<file path="src/rtl/dcache_ctrl.sv">
// ----------------------------------------------------------------------------
// dcache_ctrl
//
// Controller for a 2-way set-associative data cache: 16 sets, 256-bit lines,
// 25-bit tag entries {valid, dirty, tag[22:0]}. It serves CPU load and store
// hits combinationally in the same cycle. On a miss it stalls the CPU while an
// FSM writes back a dirty victim, fetches the missing line and refills the
// SRAM. The retried access then hits in IDLE.
//
// Address split: tag = addr[31:9], index = addr[8:5], word = addr[4:2].
//
// Ports
//   clk_i, rst_i                 clock, asynchronous active-high reset
//   cpu_req_i/cpu_write_i        access valid / 1=store
//   cpu_addr_i/cpu_data_i        byte address / store data
//   cpu_data_o/cpu_stall_o       load data / hold request
//   sram_addr_o                  set index
//   sram_tag_o/sram_data_o       tag entry / line to write
//   sram_enable_o/sram_write_o   SRAM access enable / write strobe
//   sram_tag_i/sram_data_i       hit-way (else LRU-victim) tag and line
//   sram_hit_i                   valid tag match in either way
//   mem_enable_o/mem_write_o     memory request / 1=writeback (registered)
//   mem_addr_o/mem_data_o        line address / writeback line (registered)
//   mem_data_i/mem_ack_i         fill line / single-cycle completion pulse
// ----------------------------------------------------------------------------
module dcache_ctrl (
    input  logic         clk_i,
    input  logic         rst_i,
    input  logic         cpu_req_i,
    input  logic         cpu_write_i,
    input  logic [31:0]  cpu_addr_i,
    input  logic [31:0]  cpu_data_i,
    output logic [31:0]  cpu_data_o,
    output logic         cpu_stall_o,
    output logic [3:0]   sram_addr_o,
    output logic [24:0]  sram_tag_o,
    output logic [255:0] sram_data_o,
    output logic         sram_enable_o,
    output logic         sram_write_o,
    input  logic [24:0]  sram_tag_i,
    input  logic [255:0] sram_data_i,
    input  logic         sram_hit_i,
    output logic         mem_enable_o,
    output logic         mem_write_o,
    output logic [31:0]  mem_addr_o,
    output logic [255:0] mem_data_o,
    input  logic [255:0] mem_data_i,
    input  logic         mem_ack_i
);

    typedef enum logic [2:0] {
        IDLE,
        MISS,
        WRITEBACK,
        READMISS,
        READMISSOK
    } state_t;

    state_t         state_reg, state_next;
    logic           mem_enable_reg, mem_enable_next;
    logic           mem_write_reg,  mem_write_next;
    logic [31:0]    mem_addr_reg,   mem_addr_next;
    logic [255:0]   mem_data_reg,   mem_data_next;

    logic [22:0]    cpu_tag;
    logic [3:0]     cpu_index;
    logic [2:0]     word_sel;
    logic [31:0]    fill_addr;
    logic [31:0]    line_words [8];
    logic [255:0]   merged_line;

    // Byte-offset bits below word granularity are not needed: accesses are
    // word aligned.
    logic           unused_addr_bits;
    assign unused_addr_bits = &{1'b0, cpu_addr_i[1:0]};

    assign cpu_tag     = cpu_addr_i[31:9];
    assign cpu_index   = cpu_addr_i[8:5];
    assign word_sel    = cpu_addr_i[4:2];
    assign fill_addr   = {cpu_tag, cpu_index, 5'b0};
    assign sram_addr_o = cpu_index;

    // Split the line into words for the load mux, and build the store-merged
    // line: the selected word takes the CPU data, the rest keep the SRAM line.
    genvar gi;
    generate
        for (gi = 0; gi < 8; gi++) begin : g_word
            assign line_words[gi] = sram_data_i[gi*32 +: 32];
            assign merged_line[gi*32 +: 32] =
                (word_sel == 3'(gi)) ? cpu_data_i : sram_data_i[gi*32 +: 32];
        end
    endgenerate

    assign cpu_data_o = line_words[word_sel];

    assign mem_enable_o = mem_enable_reg;
    assign mem_write_o  = mem_write_reg;
    assign mem_addr_o   = mem_addr_reg;
    assign mem_data_o   = mem_data_reg;

    always_ff @(posedge clk_i or posedge rst_i) begin
        if (rst_i) begin
            state_reg      <= IDLE;
            mem_enable_reg <= 1'b0;
            mem_write_reg  <= 1'b0;
            mem_addr_reg   <= '0;
            mem_data_reg   <= '0;
        end else begin
            state_reg      <= state_next;
            mem_enable_reg <= mem_enable_next;
            mem_write_reg  <= mem_write_next;
            mem_addr_reg   <= mem_addr_next;
            mem_data_reg   <= mem_data_next;
        end
    end

    always_comb begin
        state_next      = state_reg;
        mem_enable_next = mem_enable_reg;
        mem_write_next  = mem_write_reg;
        mem_addr_next   = mem_addr_reg;
        mem_data_next   = mem_data_reg;
        sram_enable_o   = 1'b0;
        sram_write_o    = 1'b0;
        sram_tag_o      = {1'b1, 1'b1, cpu_tag};
        sram_data_o     = merged_line;
        cpu_stall_o     = 1'b1;

        case (state_reg)
            IDLE: begin
                sram_enable_o = cpu_req_i;
                cpu_stall_o   = cpu_req_i & ~sram_hit_i;
                // Store hit: the default tag/data already carry the
                // dirty-marked entry and the merged line.
                sram_write_o  = cpu_req_i & sram_hit_i & cpu_write_i;
                if (cpu_req_i && !sram_hit_i) begin
                    state_next = MISS;
                end
            end

            MISS: begin
                // The SRAM presents the LRU victim while no way hits.
                mem_enable_next = 1'b1;
                if (sram_tag_i[24] && sram_tag_i[23]) begin
                    mem_write_next = 1'b1;
                    mem_addr_next  = {sram_tag_i[22:0], cpu_index, 5'b0};
                    mem_data_next  = sram_data_i;
                    state_next     = WRITEBACK;
                end else begin
                    mem_write_next = 1'b0;
                    mem_addr_next  = fill_addr;
                    state_next     = READMISS;
                end
            end

            WRITEBACK: begin
                // Enable stays high: the fill request follows directly.
                if (mem_ack_i) begin
                    mem_write_next = 1'b0;
                    mem_addr_next  = fill_addr;
                    state_next     = READMISS;
                end
            end

            READMISS: begin
                if (mem_ack_i) begin
                    sram_enable_o   = 1'b1;
                    sram_write_o    = 1'b1;
                    sram_tag_o      = {1'b1, 1'b0, cpu_tag};
                    sram_data_o     = mem_data_i;
                    mem_enable_next = 1'b0;
                    state_next      = READMISSOK;
                end
            end

            READMISSOK: begin
                // Gap cycle so the refilled line is readable before retry.
                state_next = IDLE;
            end

            default: begin
                state_next = IDLE;
            end
        endcase
    end

endmodule

</file>
<file path="config.mk">
export PLATFORM = sky130hd
export DESIGN_NAME = dcache_ctrl
export DESIGN_NICKNAME = d
export VERILOG_FILES = /design/src/rtl/dcache_ctrl.sv
export SDC_FILE = /design/constraint.sdc
export NUM_CORES = 1
export LEC_CHECK = 0
export CAP_MARGIN = 10
export CORE_AREA = 5 5 472 474
export DETAILED_ROUTE_END_ITERATION = 6
export DIE_AREA = 0 0 477 479
export SETUP_SLACK_MARGIN = 0.3
export SYNTH_ARGS = -nofsm -noshare
export SYNTH_HDL_FRONTEND = slang
export SYNTH_SLANG_ARGS = --single-unit
</file>
<file path="constraint.sdc">
create_clock -name clk_i -period 12.4 [get_ports clk_i]
set_clock_uncertainty 0.05 [all_clocks]
set_input_delay 3.72 -clock clk_i [delete_from_list [all_inputs] [get_ports clk_i]]
set_output_delay 3.72 -clock clk_i [all_outputs]
set_load 0.02 [all_outputs]
</file>
Yosys cells after proc, flatten, opt, wreduce, memory -nomap -nowiden
Index checks and enable logic that the tools add are counted.

word-level totals
  register bits = 293
  input bits = 607
  output and inout bits = 610

cells by class
  order comparisons = 1
  eq/ne operators = 13
  multiplexer cells = 31
  bitwise gates (word level) = 5
  reductions and logical operators = 11

operators by type and width
  cell                                                      count
  two-way mux 256 bit                                       2
  two-way mux 32 bit                                        12
  binary-select mux 32 bit (select 3 bit)                   1
  case mux 32 bit (2 select lines)                          1
  two-way mux 24 bit                                        2
  == test 3 x 2 -> 1 bit, second input constant             4
  == test 3 bit, second input constant                      4
  case mux 3 bit (4 select lines)                           1
  two-way mux 3 bit                                         3
  case mux 1 bit (2 select lines)                           4
  == test 3 x 1 -> 1 bit, second input constant             2
  zero test 3 bit                                           2
  != test 2 bit, second input constant                      3
  AND reduction 2 bit                                       3
  two-way mux 1 bit                                         5
  greater-or-equal comparator 4 bit, second input constant  1
  NOT 3 -> 4 bit                                            1
  nonzero test 2 bit                                        2
  AND 1 bit                                                 3
  AND reduction 3 bit                                       1
  logical AND 1 bit                                         2
  zero test 1 bit                                           1
  NOT 1 bit                                                 1

Logic depth before layout (Yosys ltp)
  depth after elaboration = 4
  mapped depth = 9
  depth with buffers taken out = 4

Worst setup path after synthesis
Ideal clock, no wire load.

  kind = input to output
  from = input port cpu_addr_i[3]
  to = output port sram_data_o[224]
  data arrival time = 5188 ps
  required time = 8630 ps
  path slack = 3442 ps
  cell stages on the path = 6
  buffers on the path = 3
  cells stage by stage = buf_2 -> buf_2 -> nand3_1 -> buf_2 -> mux2i_1 -> o21ai_0

between the ends
  cells in the longest elaborated chain, start to end = 4

ends and longest elaborated chain
  what                     line  text
  from (decl)              31    input logic [31:0] cpu_addr_i,
  == test 3 bit (*)        90    (word_sel == 3'(gi)) ? cpu_data_i : sram_data_i[gi*32 +: 32];
  two-way mux 32 bit (*)   90
  two-way mux 256 bit      166   if (mem_ack_i) begin
  two-way mux 256 bit (*)  129   case (state_reg)
  to (decl)                37    output logic [255:0] sram_data_o,

Mark *: on every way between the ends. The rest lies on a longest branch, timed or not.

Final worst setup path
  from = input port mem_ack_i
  to = output port sram_data_o[176]

between the ends
  cells in the longest elaborated chain, start to end = 2

ends and longest elaborated chain
  what                 line  text
  from (decl)          48    input logic mem_ack_i
  two-way mux 256 bit  166
  two-way mux 256 bit  129

Every way passes these cells.

==> results.json <==
{
  "placed_cells": 6185,
  "hpwl_mm": 197,
  "overflow": 0,
  "synth.largest_area_cell": "dfrtp_1",
  "rrSetupSlack_ns": 9.42,
  "ff2ff_path_depth": 6,
  "cts_tree": "done",
  "tightest_slew_ns": 1.09,
  "routed-via-count": 23400,
  "setup-tns-final_ns": 0,
  "worst_ir_drop_vdd_uv": 113,
  "hold_path_class": "flip-flop to flip-flop",
  "std_cell_rows": 172,
  "post_cts_buffers": 0,
  "htree_num_levels": 2,
  "arrival_ns": 7.11,
  "holdCritStartpoint": "mem_data_o[194]",
  "unrepaired_setup_endpoints_after_global_routing": "false",
  "critical_path.startpoint_type": "input port",
  "die-area_mm2": 0.228,
  "synth_area_mm2": 0.0189,
  "core_mm2": 0.218,
  "finalWorstPathRequiredPeriod_ns": 10.88,
  "ios": 1217,
  "post_synth.cell_area_avg_um2": 8.29,
  "outcome": "completed",
  "cts_repair_resize_count": 0,
  "die_x_um": 477,
  "grt_first_pass_wirelength_mm": 282,
  "holdPathEnd": "mem_data_o[194]",
  "crit_required_ns": 8.63,
  "synthesis.yosys.warnings": 0,
  "final_cell_mix": "1,205 x clkdlybuf4s50_1, 1,031 x nand2_1, 288 x dfrtp_1",
  "min_delay_path_depth": 2,
  "layout_setup_ws_ns": 1.52,
  "largest_register_ff_count": 256,
  "fmax_mhz": 91.9,
  "cts.root.buffer_cell": "clkbuf_16",
  "layout.nets": 3971,
  "dp_slack_ns": 1.45,
  "endpoint_kind": "output port",
  "layout-drive-gt1-share_pct": 7.74,
  "drt_drc_violations_left": 0,
  "yosys.cell_types.count": 29,
  "track_usage_pct": 19.1,
  "postCtsHoldBufs": 0,
  "final_max_slew_viols": 0,
  "min_period_over_period_pct": 87.7,
  "dr.pass1.iters": 5,
  "finalPower_w": 0.00779,
  "drv_cap": 0,
  "drtIter0Drc": 2042,
  "power_per_standard_cell_area_mw_per_mm2": 220,
  "final_util_pct": 16.3,
  "area_growth_pct": 88.3,
  "critical_path_peak_fanout": 32,
  "sequential_cell_area_fraction_in_the_yosys_report_pct": 38.2,
  "leakage_nw": 14.4,
  "number_of_instances_in_the_synthesized_netlist": 2274,
  "via_per_inst": 3.71,
  "grt_start_max_net_pins": 113,
  "number_of_global_route_vias_before_repair": 23500,
  "cts_num_sinks": 288,
  "routed_wirelength_mm": 229,
  "antenna_found_initial": 148,
  "timing.slew.headroom_pct": 27.0,
  "setup_viol_count_final": 0,
  "critical_path.reg2reg.endpoint": "mem_data_o[53]",
  "initial_core_util_pct": 8.63,
  "final-hold-violation-count": 0,
  "synth_seq_cells": 288,
  "cts_max_path_buffers": 3,
  "clock_insertion_delay_worst_skew_ns": 0.66,
  "wire_per_inst_um": 36.3,
  "ys_top_cells_by_area": "dfrtp_1 38%, nand2_1 21%, mux2i_1 15%, mux4_2 7.6%, o21ai_0 6.8%",
  "critical_path.reg2reg.startpoint": "state_reg[0]",
  "postRouteAntennaNets": 0,
  "port_buffers": 1208,
  "post_layout_nonfiller_instances": 6303,
  "setup.worst_path.class": "input port to output port",
  "clk_transition_reported_paths_ns": 0.06,
  "gp_congestion": 0.953,
  "synthDominantCellAreaShare_pct": 38.2,
  "final_common_cell": "clkdlybuf4s50_1",
  "cts_made_buffers": 48,
  "die_height_um": 479
}
==> layer usage <==
| layer | global-route usage [%] | vias to the layer above | wire length [µm] |
|---|---|---|---|
| met5 | 0 | - | 701 |
| met4 | 7.03 | 104 | 9200 |
| li1 | - | 9709 | - |
| met1 | 22.0 | 11600 | 88200 |
| met3 | 11.1 | 393 | 31700 |
| met2 | 29.5 | 1654 | 99100 |
==> stage by stage <==
stage,cell area [µm²],hold slack [ns]
4_1_cts,35400,0.426
6_report,35500,0.421
5_1_grt,35400,0.444
3_3_place_gp,33800,0.410
2_1_floorplan,18900,0.505
3_5_place_dp,33800,0.412
==> synth_stat cells (all sizes together) <==
library cell and n:
a21oi 25, a31oi 2, buf 175, clkbuf 65, conb 2, dfrtp 288
inv 5, mux2 36, mux2i 280, mux4 64, nand2 1031, nand2b 1
nand3 1, nand3b 4, nor2 24, nor2b 2, nor3 2, nor3b 3
nor4 1, o21ai 261, o21bai 1, or4 1
==> worst max-delay path by stage <==
| stage | cells after the start | slack [ns] | end | start |
|---|---|---|---|---|
| 2_1_floorplan | 1 | 0.68 | mem_addr_o[10] | rst_i |
| 3_3_place_gp | 6 | 1.39 | sram_data_o[85] | cpu_addr_i[3] |
| 3_5_place_dp | 6 | 1.45 | sram_data_o[85] | cpu_addr_i[3] |
| 4_1_cts | 6 | 1.45 | sram_data_o[85] | cpu_addr_i[3] |
| 5_1_grt | 8 | 1.30 | sram_data_o[68] | mem_ack_i |
| 6_report | 9 | 1.52 | sram_data_o[176] | mem_ack_i |
==> final cells by class <==
cell class                      instances  area [µm²]
Fill cell                           24600      183000
Timing Repair Buffer                 1276       12700
Multi-Input combinational cell       1745       10300
Sequential cell                       288        7210
Tap cell                             2871        3590
Clock buffer                           60        1330
Clock inverter                         25         289
Antenna cell                           33        82.6
Inverter                                5        26.3
==> worst max-delay path, cell delays in order <==
cell             delay, ns
clkdlybuf4s50_1       0.59
nor2b_1               0.19
nor2b_4               0.57
buf_12                0.28
buf_4                 0.33
buf_4                 0.29
nand2_1               0.07
o21ai_0               0.25
clkdlybuf4s50_1       0.74
==> report_power, final <==
| group | leakage (nW) | total (W) | internal (W) | switching (W) |
|---|---|---|---|---|
| clock network | 0.787 | 0.00148 | 0.000861 | 0.000621 |
| registers | 3.56 | 0.00171 | 0.00142 | 0.000292 |
| logic | 10.1 | 0.00460 | 0.00178 | 0.00282 |
==> cells by family (layout without fill, tap and decap cells) <==
group / count (synthesis) / after routing / share of synthesized area (%)
AND/OR/NAND/NOR: 1070 / 1070 / 21.7
multiplexers: 380 / 380 / 24.7
AO/OA/AOI/OAI: 289 / 289 / 7.74
flip-flops: 288 / 288 / 38.2
buffers and inverters: 245 / 1366 / 7.67
other: 2 / 39 / 0.0398
No activity file was read; power rests on OpenSTA's default activity.
